**src/rtl/tape_rec.sv**
```systemverilog
// tape_rec: cassette recorder capture path.
// Demodulates the CPU cassette output bit into bytes (start bit 0, 8 data bits
// LSB-first, two stop bits of 1) and writes them sequentially into a 64KB
// buffer for upload. The bit value comes from the full-cycle period between
// rising edges of the cassette signal, measured in ce_tape ticks.
// Optional build macro TAPE_REC_CKSUM_EN adds an 8-bit running byte checksum.
module tape_rec #(
  parameter int CNT_W     = 12,
  parameter int SHORT_MAX = 60,
  parameter int LONG_MAX  = 140,
  parameter int GAP_TICKS = 1000
) (
  input  logic        clk,
  input  logic        reset,
  input  logic        ce_tape,
  input  logic        cass,
  input  logic        clear,
  output logic [15:0] addr,
  output logic [7:0]  data,
  output logic        we,
  output logic [16:0] length,
  output logic        active,
  output logic        done,
  output logic        frame_err,
  output logic        overflow
`ifdef TAPE_REC_CKSUM_EN
  ,
  output logic [7:0]  cksum
`endif
);

  // Framer states
  localparam logic [1:0] ST_IDLE  = 2'd0;
  localparam logic [1:0] ST_DATA  = 2'd1;
  localparam logic [1:0] ST_STOP1 = 2'd2;
  localparam logic [1:0] ST_STOP2 = 2'd3;

  // Period thresholds sized to the counter
  localparam logic [CNT_W-1:0] SHORT_C = CNT_W'(SHORT_MAX);
  localparam logic [CNT_W-1:0] LONG_C  = CNT_W'(LONG_MAX);
  localparam logic [CNT_W-1:0] GAP_C   = CNT_W'(GAP_TICKS);
  localparam logic [CNT_W-1:0] GAP_M1  = CNT_W'(GAP_TICKS - 1);

  // Input sampling
  logic             s1_q, s2_q, prev_q;
  logic [CNT_W-1:0] cnt_q;

  // Framer
  logic [1:0] state_q, state_d;
  logic [2:0] idx_q, idx_d;
  logic [7:0] sh_q, sh_d;
  logic       byte_ok, ferr_set;

  // Write side
  logic [15:0] addr_q;
  logic [7:0]  data_q;
  logic        we_q;
  logic [16:0] length_q;
  logic        active_q, done_q, ferr_q, ovf_q;

  // Decoded per-tick events
  logic edge_w, sat_w, bit_vld, bit_val, gap_w, silence_w, full_w;

  assign edge_w    = ce_tape & s2_q & ~prev_q;
  assign sat_w     = (cnt_q == GAP_C);
  // Only an edge with a valid (unsaturated) period yields a bit or a gap
  assign bit_vld   = edge_w & ~sat_w & (cnt_q <= LONG_C);
  assign gap_w     = edge_w & ~sat_w & (cnt_q >  LONG_C);
  assign bit_val   = (cnt_q <= SHORT_C);
  // The tick on which the counter first reaches the silence threshold
  assign silence_w = ce_tape & ~edge_w & (cnt_q == GAP_M1);
  assign full_w    = length_q[16];

  // Two-flop synchronizer for the asynchronous cassette level
  always_ff @(posedge clk) begin
    if (reset) begin
      s1_q <= 1'b0;
      s2_q <= 1'b0;
    end else begin
      s1_q <= cass;
      s2_q <= s1_q;
    end
  end

  // Previous ce sample and period counter; an edge wins over saturation
  always_ff @(posedge clk) begin
    if (reset) begin
      prev_q <= 1'b0;
      cnt_q  <= GAP_C;
    end else if (ce_tape) begin
      prev_q <= s2_q;
      if (edge_w)      cnt_q <= '0;
      else if (!sat_w) cnt_q <= cnt_q + CNT_W'(1);
    end
  end

  // Framer next state: bits advance it, gaps and silence drop back to idle
  always_comb begin
    state_d  = state_q;
    idx_d    = idx_q;
    sh_d     = sh_q;
    byte_ok  = 1'b0;
    ferr_set = 1'b0;
    if (silence_w || gap_w) begin
      state_d = ST_IDLE;
    end else if (bit_vld) begin
      case (state_q)
        ST_IDLE: begin
          // a 1 here is leader or stop filler; a 0 is a start bit
          if (!bit_val) begin
            state_d = ST_DATA;
            idx_d   = 3'd0;
          end
        end
        ST_DATA: begin
          sh_d  = {bit_val, sh_q[7:1]};
          idx_d = idx_q + 3'd1;
          if (idx_q == 3'd7) state_d = ST_STOP1;
        end
        ST_STOP1: begin
          if (bit_val) begin
            state_d = ST_STOP2;
          end else begin
            ferr_set = 1'b1;
            state_d  = ST_IDLE;
          end
        end
        ST_STOP2: begin
          state_d = ST_IDLE;
          if (bit_val) byte_ok  = 1'b1;
          else         ferr_set = 1'b1;
        end
        default: state_d = ST_IDLE;
      endcase
    end
  end

  // Framer registers; clear restarts framing from idle
  always_ff @(posedge clk) begin
    if (reset || clear) begin
      state_q <= ST_IDLE;
      idx_q   <= 3'd0;
      sh_q    <= 8'd0;
    end else begin
      state_q <= state_d;
      idx_q   <= idx_d;
      sh_q    <= sh_d;
    end
  end

  // Buffer write strobe and sticky error flags; clear discards a pending write
  always_ff @(posedge clk) begin
    if (reset) begin
      we_q   <= 1'b0;
      addr_q <= 16'd0;
      data_q <= 8'd0;
      ferr_q <= 1'b0;
      ovf_q  <= 1'b0;
    end else if (clear) begin
      we_q   <= 1'b0;
      addr_q <= 16'd0;
      ferr_q <= 1'b0;
      ovf_q  <= 1'b0;
    end else begin
      we_q <= byte_ok & ~full_w;
      if (byte_ok && !full_w) begin
        addr_q <= length_q[15:0];
        data_q <= sh_q;
      end
      if (byte_ok && full_w) ovf_q  <= 1'b1;
      if (ferr_set)          ferr_q <= 1'b1;
    end
  end

  // Byte count, activity and end-of-recording pulse; a write keeps us active
  always_ff @(posedge clk) begin
    if (reset || clear) begin
      length_q <= 17'd0;
      active_q <= 1'b0;
      done_q   <= 1'b0;
    end else begin
      done_q <= silence_w & active_q;
      if (silence_w && active_q) active_q <= 1'b0;
      if (we_q) begin
        length_q <= length_q + 17'd1;
        active_q <= 1'b1;
      end
    end
  end

`ifdef TAPE_REC_CKSUM_EN
  logic [7:0] cksum_q;

  // Modulo-256 sum of written bytes, stepped with the byte count
  always_ff @(posedge clk) begin
    if (reset || clear) cksum_q <= 8'd0;
    else if (we_q)      cksum_q <= cksum_q + data_q;
  end

  assign cksum = cksum_q;
`endif

  assign addr      = addr_q;
  assign data      = data_q;
  assign we        = we_q;
  assign length    = length_q;
  assign active    = active_q;
  assign done      = done_q;
  assign frame_err = ferr_q;
  assign overflow  = ovf_q;

endmodule

```
**config.mk**
```make
export PLATFORM = sky130hd
export DESIGN_NAME = tape_rec
export DESIGN_NICKNAME = d
export VERILOG_FILES = /design/src/rtl/tape_rec.sv
export SDC_FILE = /design/constraint.sdc
export NUM_CORES = 1
export LEC_CHECK = 0
export ABC_AREA = 1
export ABC_CLOCK_PERIOD_IN_PS = 3200
export CORE_ASPECT_RATIO = 2
export CORE_MARGIN = 2
export CORE_UTILIZATION = 55
export CTS_CLUSTER_DIAMETER = 120
export DETAILED_ROUTE_END_ITERATION = 10
export PLACE_DENSITY = 0.81
export SLEW_MARGIN = 30
export SYNTH_ARGS = -nofsm -noshare
export SYNTH_HDL_FRONTEND = slang
export SYNTH_SLANG_ARGS = --single-unit
```
**constraint.sdc**
```tcl
create_clock -name clk -period 3.2 [get_ports clk]
set_input_delay 0.64 -clock clk [delete_from_list [all_inputs] [get_ports clk]]
set_output_delay 0.64 -clock clk [all_outputs]
set_load 0.05 [all_outputs]
```
==> metrics <==
XOR/XNOR share of the synthesized area=1.022%; depth of the CTS H-tree=3; clock group share of total power=48.2%; Worst Tran Pin Value=672.6 ps; Seq/Total Area, Yosys=43.21%; post-route ant nets=0; WS Path Type=reg2out; Final Setup Violations=0; simple-gate share of the synthesized area=35.51%; CP bufs+invs=1; Port-buffer cells=50; Final Hold Vio Count=0; Die X=59.83 um; clock-pin slew on the worst setup and hold paths=60 ps; Post-synth EDFFs=0; outcome=finished clean; first-pass GRT wire length=13890 um; Mapped Nets=488; largest family of logic cells by synthesized area=simple AND/OR/NAND/NOR gates; total chip power=0.002227 W; Die Area=6919 um^2; Root Buffer=clkbuf_16; nets@finish=537; switching share of power=23.78%; Cells after Synth=478; Initial Utilization=57.08%; synth warn=0; largest net degree at the start of global routing=30; Skew-Pair Late Insertion Delay=330 ps; GRT Util Overall=26.35%; Hold Path Class=reg2reg; Max-cap violations=0; vias per std cell=5.487; Max clock buf depth=2; synth top area cells=dfxtp_1 (43%), nand2_1 (11%), nor2_1 (8.4%); top_reg_cell synth=dfxtp_1; Post-CTS Hold Buffers=0; complex-gate fraction of the synthesized area=9.380%; Final Slew Violations=0; Tmin final=2335 ps; DRT Wirelength=8368 um; count leader, synth=nand2_1; total grt overflow=0; Worst EP arrival=1700 ps; Hold Worst Slack=429.2 ps; critical path, cell by cell=clkdlybuf4s50_1; area fraction of the dominant cell type after synthesis=43.21%; hpwl dp=6025 um; CTS resizes=0; adder and majority gate portion of the synthesized area=1.825%; combinational fraction of design power=8.2%; Sink Count=74; Worst R2R Setup Slack=1000 ps; Synth area leader=dfxtp_1; Post-synth top cells=nand2_1 (105), nor2_1 (77), dfxtp_1 (74), inv_1 (52), a21oi_1 (39); Req. time, crit path=2560 ps; Mapped Avg Cell Area=7.172 um^2; Post-CTS Setup Inserts=0; Tcrit/Tclk final=72.97%; Vias=3265; sw power=0.0005297 W; Layout area overhead=24.27%; initial antenna violation count=0; VDD IR max=359.5 uV; 1st-pass router iterations=4; n_diodes=0; Internal=0.001697 W; Mapped Area=3428 um^2; crit-path max cell delay=870 ps; drt drc=0; Distinct cells, synth=33; skew final=6.401 ps; setup TNS=0 ps; pwr dens=522.7 nW/um^2; die height=115.7 um; Seq pwr share=43.6%; CP max stage cell=clkdlybuf4s50_1; register bit count reported by yosys=74; Setup crit start kind=flop; IO Count=51; Max Freq=428.3 MHz; ys async rst share=0%; top cell family by delay on the critical path=buffers and inverters; layout cells sized above 1=7.707%; crit end category=output pin; post-detailed-route wirelength per cell=14.06 um; CTS buffer count=9; Slew headroom=54.82%; P_leak=1.797 nW; vias in the first global route=3207; placement row count=40; GPL Wtd Cong=0.9322; initial DRC count=214; CTS tree=yes; Max FO, Critical Path=8; RSZ-0062 raised after global routing=false; mux cell area share after synthesis=0%; core box area=6006 um^2
flip-flops by register name, summed over array words and instances, names as in the netlist, 2 cells and up:
register	cells
addr	16
cnt_q	12
data	8
idx_q	3
length	17
sh_q	8
state_q	2
stage by stage:
step	util [%]	std cells	area, um^2	setup WS, ps
3_3_place_gp	65.63	579	3941	739.5
5_1_grt	70.94	595	4260	802.3
6_report	70.94	595	4260	865.0
2_1_floorplan	-	478	3428	1438
3_5_place_dp	65.63	579	3941	637.1
4_1_cts	70.94	595	4260	858.8
routing by layer:
| layer | wire (um) | part of all wire (%) | GRT usage (%) |
|---|---|---|---|
| met1 | 3118 | 37 | 26.77 |
| met2 | 4620 | 55 | 47.46 |
| met3 | 311 | 3.7 | 5.357 |
| met4 | 317 | 3.8 | 15.11 |
| met5 | 0 | 0 | 0 |
cell type report:
class	count	area [um^2]
clock inverters	6	80.08
inverters	59	221.5
fillers	492	1745
repair buffers	53	523.0
flip-flops and latches	74	1481
well taps	63	78.83
clock buffers	10	239.0
multi-input cells	330	1637
kinds of logic (layout without fill, tap and decap cells):
logic type / count (synthesis) / after routing
AOI/OAI and AO/OA: 61 / 61
and+or+nand+nor: 260 / 260
xor gates and xnor gates: 4 / 4
DFF: 74 / 74
adders and majority gates: 5 / 5
buffers and inverters: 74 / 128
cell usage in the layout (no fill, tap or decap), drive strengths merged, types with 2 or more instances in the layout:
cell type and count:
nand2 111, nor2 81, dfxtp 74, inv 58
clkdlybuf4s50 50, a21oi 39, nand3 29, nand4 26
o21ai 15, clkbuf 10, nor3 7, o211ai 5
ha 5, clkinv 5, xor2 4, buf 3
or2 2, bufinv 2
worst paths after layout:
check | startpoint | to | cells past startpoint
max | we | we | 1
min | s1_q | s2_q | 2
max reg2reg | cnt_q[0] | data[3] | 11
min reg2reg | s1_q | s2_q | 2
power groups by stage:
stage / combinational, W / sequential, W / clock (W)
floorplan: 0.000139 / 0.000981 / 0
global placement: 0.000175 / 0.000989 / 0
detailed placement: 0.000179 / 0.000990 / 0
CTS: 0.000181 / 0.000970 / 0.00109
global route: 0.000203 / 0.000974 / 0.00112
finish: 0.000182 / 0.000971 / 0.00107
No activity file was read; power rests on OpenSTA's default activity.
